--- config.mk ---
export PLATFORM = sky130hd
export DESIGN_NAME = alu_reg_integration_flat
export DESIGN_NICKNAME = d
export VERILOG_FILES = /design/src/rtl/alu_reg_integration_pkg.sv /design/src/rtl/alu_reg_integration_if.sv /design/src/rtl/alu_reg_integration_alu_logic8.sv /design/src/rtl/alu_reg_integration.sv /design/src/flat_wrapper.sv
export SDC_FILE = /design/constraint.sdc
export NUM_CORES = 1
export LEC_CHECK = 0
export CORE_MARGIN = 1.5
export CORE_UTILIZATION = 50
export DETAILED_ROUTE_END_ITERATION = 16
export HOLD_SLACK_MARGIN = 0.02
export PLACE_DENSITY = 0.75
export SLEW_MARGIN = 20
export SYNTH_ARGS = -nofsm -noshare
export SYNTH_HDL_FRONTEND = slang
export SYNTH_SLANG_ARGS = --single-unit
--- constraint.sdc ---
create_clock -name clk -period 1.55 [get_ports clk]
set_clock_uncertainty 0.1 [all_clocks]
set_input_delay 0.155 -clock clk [delete_from_list [all_inputs] [get_ports clk]]
set_output_delay 0.155 -clock clk [all_outputs]
set_load 0.03 [all_outputs]
--- src/rtl/alu_reg_integration_pkg.sv ---
// Shared definitions for the ALU + register-file tile.
//   DATA_W  : operand, result and register width
//   ADDR_W  : register address width (DEPTH = 2**ADDR_W entries)
//   alu_op_e: 2-bit ALU operation select encodings
package alu_reg_integration_pkg;

    localparam int DATA_W = 8;
    localparam int ADDR_W = 3;
    localparam int DEPTH  = 2 ** ADDR_W;

    typedef enum logic [1:0] {
        OP_AND  = 2'b00,
        OP_OR   = 2'b01,
        OP_NAND = 2'b10,
        OP_NOR  = 2'b11
    } alu_op_e;

endpackage

--- src/rtl/alu_reg_integration_if.sv ---
// Bus bundle between the tile and whoever drives it.
//   we, A, B, opcode, write_addr : write-side controls and ALU operands
//   read_addr                    : asynchronous read address
//   read_data                    : contents of regs[read_addr]
// master modport: the driving side; slave modport: the tile.
interface alu_reg_integration_if;
    import alu_reg_integration_pkg::*;

    logic              we;
    logic [DATA_W-1:0] A;
    logic [DATA_W-1:0] B;
    logic [1:0]        opcode;
    logic [ADDR_W-1:0] write_addr;
    logic [ADDR_W-1:0] read_addr;
    logic [DATA_W-1:0] read_data;

    modport master (
        output we, A, B, opcode, write_addr, read_addr,
        input  read_data
    );

    modport slave (
        input  we, A, B, opcode, write_addr, read_addr,
        output read_data
    );

endinterface

--- src/rtl/alu_reg_integration_alu_logic8.sv ---
// Combinational bitwise logic unit, full DATA_W width, no carry or flags.
//   A, B   : operands
//   opcode : AND / OR / NAND / NOR select
//   result : selected bitwise function of A and B
module alu_logic8
    import alu_reg_integration_pkg::*;
(
    input  logic [DATA_W-1:0] A,
    input  logic [DATA_W-1:0] B,
    input  logic [1:0]        opcode,
    output logic [DATA_W-1:0] result
);

    always_comb begin
        result = '0;
        case (alu_op_e'(opcode))
            OP_AND:  result = A & B;
            OP_OR:   result = A | B;
            OP_NAND: result = ~(A & B);
            OP_NOR:  result = ~(A | B);
            default: result = '0;
        endcase
    end

endmodule

--- src/rtl/alu_reg_integration.sv ---
// Datapath tile: the ALU result is written into an 8-entry register file
// with one write port and one independent asynchronous read port.
//   clk : single clock, all state changes on the rising edge
//   rst : synchronous active-high reset, clears every entry, beats we
//   bus : slave side of alu_reg_integration_if (operands, write and read ports)
module alu_reg_integration
    import alu_reg_integration_pkg::*;
(
    input  logic                  clk,
    input  logic                  rst,
    alu_reg_integration_if.slave  bus
);

    logic [DATA_W-1:0] alu_result;
    logic [DATA_W-1:0] regs [DEPTH];

    alu_logic8 u_alu (
        .A      (bus.A),
        .B      (bus.B),
        .opcode (bus.opcode),
        .result (alu_result)
    );

    // Reset takes priority: a write presented in the reset cycle is dropped.
    always_ff @(posedge clk) begin
        if (rst) begin
            for (int i = 0; i < DEPTH; i++) begin
                regs[i] <= '0;
            end
        end else if (bus.we) begin
            regs[bus.write_addr] <= alu_result;
        end
    end

    // No write-through bypass: a same-address read shows the old value until the edge.
    assign bus.read_data = regs[bus.read_addr];

endmodule

--- src/flat_wrapper.sv ---
// flat-port wrapper written by rule: the top's interface ports become plain ports
module alu_reg_integration_flat import alu_reg_integration_pkg::*;
  (clk, rst, bus_we, bus_A, bus_B, bus_opcode, bus_write_addr, bus_read_addr, bus_read_data);
  alu_reg_integration_if bus_i ();
  input  logic clk;
  input  logic rst;
  input wire logic [$bits(bus_i.we)-1:0] bus_we;
  input wire logic [$bits(bus_i.A)-1:0] bus_A;
  input wire logic [$bits(bus_i.B)-1:0] bus_B;
  input wire logic [$bits(bus_i.opcode)-1:0] bus_opcode;
  input wire logic [$bits(bus_i.write_addr)-1:0] bus_write_addr;
  input wire logic [$bits(bus_i.read_addr)-1:0] bus_read_addr;
  output wire logic [$bits(bus_i.read_data)-1:0] bus_read_data;
  assign bus_i.we = bus_we;
  assign bus_i.A = bus_A;
  assign bus_i.B = bus_B;
  assign bus_i.opcode = bus_opcode;
  assign bus_i.write_addr = bus_write_addr;
  assign bus_i.read_addr = bus_read_addr;
  assign bus_read_data = bus_i.read_data;
  alu_reg_integration u_core (.clk(clk), .rst(rst), .bus(bus_i));
endmodule
==> results of run 1 <==
area by class of cell:
| cell class | count | area share |
|---|---|---|
| Clock buffer | 10 | 0.0334 |
| Tap cell | 75 | 0.0246 |
| Multi-Input combinational cell | 125 | 0.256 |
| Clock inverter | 6 | 0.00688 |
| Sequential cell | 64 | 0.503 |
| Timing Repair Buffer | 62 | 0.176 |
timing repair:
action,in CTS,in global routing
gates resized for setup,76,3
endpoints found under the setup margin,8,72
gates cloned,1,0
synth_stat cells, drive strengths merged:
cell    instances
and3b           1
buf             5
clkbuf          4
edfxtp         64
maj3            8
mux2            8
mux4           16
nand2           6
nand2b          8
nand3           2
nor2           65
nor2b           2
nor3b           1
xnor2           8
report_power, final:
part           switching [mW]  internal [mW]  leakage [nW]  total [mW]
clock network           0.576          0.554        0.0823        1.13
registers              0.0376           2.02         0.613        2.05
logic                   0.315          0.349         0.656       0.664
layout by cell type (no fill, tap or decap), types with 5 or more instances in the layout:
| master | instances |
|---|---|
| nand2_1 | 6 |
| mux4_2 | 16 |
| edfxtp_1 | 64 |
| xnor2_1 | 8 |
| clkdlybuf4s50_1 | 24 |
| nor2_1 | 65 |
| nand2b_2 | 5 |
| buf_12 | 7 |
| buf_6 | 8 |
| buf_4 | 20 |
| mux2_2 | 5 |
| clkbuf_8 | 9 |
| maj3_1 | 8 |
kinds of logic (layout without fill, tap and decap cells):
logic type | Yosys count | after routing | synth area share
XOR/XNOR | 8 | 8 | 0.0234
adder cells (fa/ha/maj) | 8 | 8 | 0.0267
buffers and inverters | 9 | 78 | 0.0201
flip-flops | 64 | 64 | 0.642
multiplexers | 24 | 24 | 0.169
AND/OR/NAND/NOR | 85 | 85 | 0.119
routing by layer:
layer  global-route usage  share of wire  up-vias
li1                     -              -      854
met1                0.269           0.39      965
met2                0.365           0.52      101
met3               0.0557          0.066       12
met4                0.122          0.020        0
met5                    0              0        -
through the flow:
| stage | TNS [ns] | instance area, sq um | hold WS [ns] | total power, mW |
|---|---|---|---|---|
| floorplan | 0 | 3010 | 0.501 | 2.40 |
| global placement | -33.61 | 3670 | 1.08 | 2.69 |
| detailed placement | -35.78 | 3670 | 1.09 | 2.71 |
| CTS | -2.78 | 3820 | 0.732 | 3.87 |
| global route | -2.95 | 3820 | 0.698 | 3.98 |
| finish | -2.62 | 3820 | 0.602 | 3.85 |
how the worst max path moves through the flow:
stage / start / end / slack [ns] / cells past startpoint
after detailed placement: bus_read_addr[0] / bus_read_data[3] / -1.03 / 5
final: u_core.regs[7][0] / bus_read_data[0] / -0.35 / 3
after global routing: u_core.regs[4][3] / bus_read_data[3] / -0.39 / 3
after CTS: u_core.regs[4][3] / bus_read_data[3] / -0.36 / 3
after floorplan: rst / u_core.regs[6][0] / 0.009 / 4
after global placement: bus_read_addr[0] / bus_read_data[3] / -1.01 / 5
==> metrics.txt, run 1 <==
# TYPE chip_impl_metric gauge
chip_impl_metric{name="worstMarginPinSlew",unit="ns"} 0.282
chip_impl_metric{name="number_of_buffers_inserted_by_port_buffering",unit=""} 34
chip_impl_info{name="violations",value="negative setup slack"} 1
chip_impl_metric{name="synth-warning-count",unit=""} 0
chip_impl_metric{name="worstPathArrival",unit="ns"} 1.64
chip_impl_metric{name="postSynthAreaPerCell",unit="sq um"} 15.1
chip_impl_metric{name="layout.filler_cells",unit=""} 427
chip_impl_info{name="timing_worst_setup_path_type",value="flip-flop to output port"} 1
chip_impl_metric{name="timing.hold.worst_path_depth",unit=""} 5
chip_impl_metric{name="post-route-drc-count",unit=""} 0
chip_impl_metric{name="grt_pass1_wl",unit="um"} 9830
chip_impl_metric{name="placed_cells_incl_taps",unit=""} 325
chip_impl_metric{name="slowest_delay",unit="ns"} 0.50
chip_impl_info{name="rsz_0062_raised_after_global_routing",value="true"} 1
chip_impl_metric{name="power.leakage",unit="nW"} 1.35
chip_impl_metric{name="cap_violations",unit=""} 0
chip_impl_info{name="outcome",value="finished, violations left"} 1
chip_impl_metric{name="die_ar",unit="sq um"} 6460
chip_impl_metric{name="dp_hpwl",unit="um"} 4230
chip_impl_metric{name="clock_transition_at_the_registers_of_the_reported_paths",unit="ns"} 0.06
chip_impl_info{name="reg.largest.list",value="u_core.regs (64)"} 1
chip_impl_metric{name="crit_path_max_fanout",unit=""} 1
chip_impl_metric{name="cts.sinks",unit=""} 64
chip_impl_metric{name="critPathBufInv",unit=""} 1
chip_impl_metric{name="grt_pass1_vias",unit=""} 1889
chip_impl_info{name="cts_root_buffer",value="clkbuf_8"} 1
chip_impl_metric{name="design.portCount",unit=""} 35
chip_impl_metric{name="cts-hold-fix-buffers",unit=""} 0
chip_impl_metric{name="achievable-frequency",unit="MHz"} 527
chip_impl_metric{name="maximum_vdd_drop",unit="mV"} 0.432
chip_impl_metric{name="yosys.area.top_type_share",unit=""} 0.642
chip_impl_info{name="setup.worst_path.end_class",value="output port"} 1
chip_impl_metric{name="first_pass_iters",unit=""} 4
chip_impl_metric{name="p_per_area",unit="nW/um^2"} 1010
chip_impl_info{name="yosys-top-cells-area",value="edfxtp_1, mux4_1, nor2_1, mux2_2, maj3_1"} 1
chip_impl_info{name="min_delay_worst_endpoint",value="u_core.regs[4][0]"} 1
chip_impl_metric{name="largest_register_ffs",unit=""} 64
chip_impl_metric{name="viasPerCell",unit=""} 5.65
chip_impl_metric{name="antenna-diode-count",unit=""} 0
chip_impl_metric{name="routed_antenna_nets",unit=""} 0
chip_impl_metric{name="drt-initial-drc-count",unit=""} 200
chip_impl_metric{name="total_of_endpoints_with_negative_setup_slack_in_the_final_report",unit=""} 8
chip_impl_metric{name="coreArea",unit="sq um"} 5850
chip_impl_metric{name="grt_start_max_net_pins",unit=""} 17
chip_impl_metric{name="worstPathRequired",unit="ns"} 1.29
chip_impl_metric{name="area_growth",unit="%"} 27.6
chip_impl_metric{name="dieHeight",unit="um"} 80.4
chip_impl_info{name="largest_delay_share_family_worst_path",value="multiplexers"} 1
chip_impl_metric{name="ys_ff_latch",unit=""} 64
chip_impl_metric{name="syn-instance-count",unit=""} 198
chip_impl_info{name="timing.hold.worst.start",value="bus_opcode[0]"} 1
chip_impl_metric{name="fin_crit",unit="ns"} 1.90
chip_impl_info{name="cts_tree",value="yes"} 1
chip_impl_metric{name="syn-cell-area",unit="sq um"} 2990
chip_impl_metric{name="min_period_over_period",unit=""} 1.22
chip_impl_metric{name="maxSlewViolCount",unit=""} 0
chip_impl_info{name="worstPathCellList",value="mux4_2 > mux2_4 > buf_6"} 1
chip_impl_metric{name="synth_cell_types",unit=""} 18
chip_impl_metric{name="clock_buffer_count_from_cts",unit=""} 9
chip_impl_metric{name="fin_nets",unit=""} 289
chip_impl_metric{name="ff_latch_area",unit="sq um"} 1920
chip_impl_metric{name="final_cell_count_no_fill",unit=""} 342
chip_impl_info{name="top_register",value="u_core.regs"} 1
chip_impl_info{name="critPathLaunchType",value="flip-flop"} 1
chip_impl_metric{name="post-route-util",unit=""} 0.653
chip_impl_metric{name="die_width",unit="um"} 80.4
chip_impl_metric{name="start_util",unit=""} 0.512
chip_impl_metric{name="totalWireLength",unit="um"} 6350
chip_impl_metric{name="max-clock-path-buffers",unit=""} 2
chip_impl_metric{name="worst_setup_slack_before_clock_tree_synthesis",unit="ns"} -1.03
chip_impl_metric{name="layout-drive-gt1-share",unit=""} 0.292
chip_impl_info{name="critPathSlowestCell",value="mux4_2"} 1
chip_impl_info{name="worst_hold_path_type",value="input pin to flip-flop"} 1
chip_impl_metric{name="grt_util_all_layers",unit=""} 0.222
chip_impl_metric{name="multi_input_comb_area",unit="sq um"} 980
chip_impl_metric{name="postCtsSetupBuffers",unit=""} 0
chip_impl_metric{name="syn_nets",unit=""} 225
chip_impl_metric{name="worst_slack",unit="ns"} -0.346
chip_impl_metric{name="max_slew_margin",unit=""} 0.812
chip_impl_metric{name="gp_routability_congestion",unit=""} 0.760
chip_impl_metric{name="gr-total-overflow",unit=""} 0
chip_impl_metric{name="depth_of_the_cts_h_tree",unit=""} 3
chip_impl_metric{name="hold_vio_cnt_final",unit=""} 0
chip_impl_metric{name="grt_antenna_before_repair",unit=""} 0
chip_impl_metric{name="rows",unit=""} 28
chip_impl_metric{name="route.vias.total",unit=""} 1932
chip_impl_info{name="synth_top_area_cell",value="edfxtp_1"} 1
chip_impl_metric{name="wire_length_per_cell_after_detailed_routing",unit="um"} 18.6
chip_impl_metric{name="seq_area_frac_synth",unit=""} 0.642
Power figures use the tool's default switching activity.
==> inputs of run 2 (changes only) <==
--- a/config.mk
+++ b/config.mk
@@ -5,11 +5,14 @@
 export SDC_FILE = /design/constraint.sdc
 export NUM_CORES = 1
 export LEC_CHECK = 0
+export CELL_PAD_IN_SITES_DETAIL_PLACEMENT = 1
+export CELL_PAD_IN_SITES_GLOBAL_PLACEMENT = 1
 export CORE_MARGIN = 1.5
-export CORE_UTILIZATION = 50
+export CORE_UTILIZATION = 42
 export DETAILED_ROUTE_END_ITERATION = 16
 export HOLD_SLACK_MARGIN = 0.02
-export PLACE_DENSITY = 0.75
+export PLACE_DENSITY_LB_ADDON = 0.1
+export SETUP_SLACK_MARGIN = 0.2
 export SLEW_MARGIN = 20
 export SYNTH_ARGS = -nofsm -noshare
 export SYNTH_HDL_FRONTEND = slang
==> metrics.txt, run 2 (same netlist as run 1, synthesis figures left out) <==
# TYPE chip_impl_metric gauge
chip_impl_info{name="rsz_0062_raised_after_global_routing",value="true"} 1
chip_impl_metric{name="max_slew_margin",unit=""} 0.790
chip_impl_metric{name="grt_util_all_layers",unit=""} 0.227
chip_impl_metric{name="slowest_delay",unit="ns"} 0.50
chip_impl_metric{name="number_of_buffers_inserted_by_port_buffering",unit=""} 34
chip_impl_metric{name="first_pass_iters",unit=""} 4
chip_impl_metric{name="power_frac_clock",unit=""} 0.333
chip_impl_metric{name="cts-hold-fix-buffers",unit=""} 0
chip_impl_metric{name="antenna-diode-count",unit=""} 0
chip_impl_info{name="layout.cells.most_common",value="nor2_1"} 1
chip_impl_metric{name="rows",unit=""} 30
chip_impl_metric{name="worstMarginPinSlew",unit="ns"} 0.314
chip_impl_info{name="critPathSlowestCell",value="mux4_2"} 1
chip_impl_metric{name="design.portCount",unit=""} 35
chip_impl_metric{name="die_width",unit="um"} 87.4
chip_impl_metric{name="hold_vio_cnt_final",unit=""} 0
chip_impl_metric{name="min_period_over_period",unit=""} 1.24
chip_impl_metric{name="crit_path_max_fanout",unit=""} 1
chip_impl_metric{name="clock_transition_at_the_registers_of_the_reported_paths",unit="ns"} 0.08
chip_impl_metric{name="die_ar",unit="sq um"} 7640
chip_impl_metric{name="grt_start_max_net_pins",unit=""} 12
chip_impl_info{name="cts_tree",value="yes"} 1
chip_impl_metric{name="dp_hpwl",unit="um"} 5470
chip_impl_metric{name="gp_routability_congestion",unit=""} 0.789
chip_impl_metric{name="drt-initial-drc-count",unit=""} 191
chip_impl_metric{name="largest_register_ffs",unit=""} 64
chip_impl_metric{name="cts.sinks",unit=""} 64
chip_impl_info{name="top_register",value="u_core.regs"} 1
chip_impl_metric{name="worst_slack",unit="ns"} -0.376
chip_impl_info{name="critPathLaunchType",value="flip-flop"} 1
chip_impl_info{name="cts_root_buffer",value="clkbuf_8"} 1
chip_impl_info{name="setup.worst_path.end_class",value="output port"} 1
chip_impl_metric{name="maxSlewViolCount",unit=""} 0
chip_impl_metric{name="maximum_vdd_drop",unit="mV"} 0.699
chip_impl_metric{name="post_route_design_area",unit="sq um"} 4150
chip_impl_info{name="endpoint",value="bus_read_data[6]"} 1
chip_impl_metric{name="cap_violations",unit=""} 0
chip_impl_info{name="worst_setup_path_startpoint",value="u_core.regs[7][6]"} 1
chip_impl_info{name="timing_worst_setup_path_type",value="flip-flop to output port"} 1
chip_impl_metric{name="internal_power",unit="mW"} 3.15
chip_impl_metric{name="max-clock-path-buffers",unit=""} 2
chip_impl_metric{name="p_per_area",unit="nW/um^2"} 1010
chip_impl_metric{name="multi_input_comb_area",unit="sq um"} 1180
chip_impl_metric{name="area_growth",unit="%"} 38.7
chip_impl_metric{name="grt_pass1_vias",unit=""} 2065
chip_impl_metric{name="worstPathArrival",unit="ns"} 1.67
chip_impl_metric{name="post-route-drc-count",unit=""} 0
chip_impl_metric{name="switching_power",unit="mW"} 1.05
chip_impl_metric{name="layout.filler_cells",unit=""} 662
chip_impl_metric{name="depth_of_the_cts_h_tree",unit=""} 3
chip_impl_metric{name="grt_pass1_wl",unit="um"} 11900
chip_impl_metric{name="totalWireLength",unit="um"} 7900
chip_impl_metric{name="fin_crit",unit="ns"} 1.93
chip_impl_metric{name="ff_latch_area",unit="sq um"} 1920
chip_impl_metric{name="viasPerCell",unit=""} 5.28
chip_impl_metric{name="power.combinational.fraction",unit=""} 0.179
chip_impl_metric{name="routed_antenna_nets",unit=""} 0
chip_impl_metric{name="dieHeight",unit="um"} 87.4
chip_impl_metric{name="share_seq_of_total_power",unit=""} 0.489
chip_impl_metric{name="wire_length_per_cell_after_detailed_routing",unit="um"} 21.2
chip_impl_metric{name="fraction_of_power_spent_switching_nets",unit=""} 0.250
chip_impl_metric{name="clock_buffer_count_from_cts",unit=""} 9
chip_impl_metric{name="setup_total_negative_slack",unit="ns"} -2.66
chip_impl_metric{name="coreArea",unit="sq um"} 6830
chip_impl_info{name="final_cell_mix",value="nor2_1, edfxtp_1, buf_4"} 1
chip_impl_info{name="reg.largest.list",value="u_core.regs (64)"} 1
chip_impl_metric{name="fin_nets",unit=""} 298
chip_impl_info{name="worstPathCellList",value="mux4_2 > mux2_4 > buf_6"} 1
chip_impl_metric{name="worstPathRequired",unit="ns"} 1.29
chip_impl_metric{name="gr-total-overflow",unit=""} 0
chip_impl_metric{name="total_of_endpoints_with_negative_setup_slack_in_the_final_report",unit=""} 8
chip_impl_metric{name="placed_area",unit="sq um"} 3890
chip_impl_metric{name="start_util",unit=""} 0.438
chip_impl_metric{name="achievable-frequency",unit="MHz"} 519
chip_impl_metric{name="power.leakage",unit="nW"} 1.57
chip_impl_info{name="violations",value="negative setup slack"} 1
chip_impl_metric{name="route.vias.total",unit=""} 1963
chip_impl_metric{name="grt_antenna_before_repair",unit=""} 0
chip_impl_info{name="worst_hold_path_type",value="input pin to flip-flop"} 1
chip_impl_metric{name="layout-drive-gt1-share",unit=""} 0.438
chip_impl_info{name="outcome",value="finished, violations left"} 1
## run 2: worst min path at each step
stage	from	end	slack (ns)	depth (start not counted)
floorplan	bus_write_addr[2]	u_core.regs[7][0]	0.36	2
global placement	u_core.regs[0][5]	bus_read_data[5]	0.86	3
detailed placement	u_core.regs[4][6]	bus_read_data[6]	0.87	3
CTS	bus_write_addr[0]	u_core.regs[2][2]	0.48	4
global route	bus_write_addr[0]	u_core.regs[2][2]	0.51	4
finish	bus_write_addr[0]	u_core.regs[6][2]	0.48	4
## run 2: what timing repair did
| item | 4_1_cts | 5_1_grt |
|---|---|---|
| pin swaps | 4 | 0 |
| hold endpoints to repair | 0 | 0 |
| buffers inserted | 3 | 0 |
| cloned | 1 | 0 |
| gates resized for setup | 66 | 3 |
| endpoints found under the setup margin | 136 | 32 |
## run 2: power groups by stage
stage	Clock, mW	Combinational, mW	Sequential [mW]
global route	1.46	0.794	2.06
CTS	1.40	0.755	2.05
finish	1.40	0.750	2.05
global placement	0	0.685	2.08
floorplan	0	0.416	2.06
detailed placement	0	0.713	2.08
## run 2: critical path: cells and delay by family, from the launching register on
family                 cells  cell delay (ns)
buffers and inverters      1             0.14
flip-flops                 1             0.40
multiplexers               2             0.79
## run 2: routing by layer
metal | GRT usage | routed length, um | vias up
met5 | 0 | 0 | -
met4 | 0.0649 | 108 | 0
met3 | 0.0408 | 303 | 10
met2 | 0.404 | 4320 | 62
met1 | 0.282 | 3170 | 1017
li1 | - | - | 874
## run 2: final cells by class
cell class	instances	area share
Sequential cell	64	0.463
Timing Repair Buffer	71	0.180
Clock inverter	6	0.0145
Tap cell	96	0.0289
Clock buffer	10	0.0307
Multi-Input combinational cell	125	0.283
## run 2: stage by stage
stage / setup WS, ns / util / hold WS [ns] / std cells / total power, mW
3_3_place_gp: -0.968 / 0.570 / 0.862 / 352 / 2.76
4_1_cts: -0.387 / 0.606 / 0.476 / 372 / 4.20
2_1_floorplan: 0.0979 / - / 0.361 / 198 / 2.48
6_report: -0.376 / 0.608 / 0.480 / 372 / 4.20
5_1_grt: -0.394 / 0.608 / 0.510 / 372 / 4.32
3_5_place_dp: -1.01 / 0.570 / 0.871 / 352 / 2.80
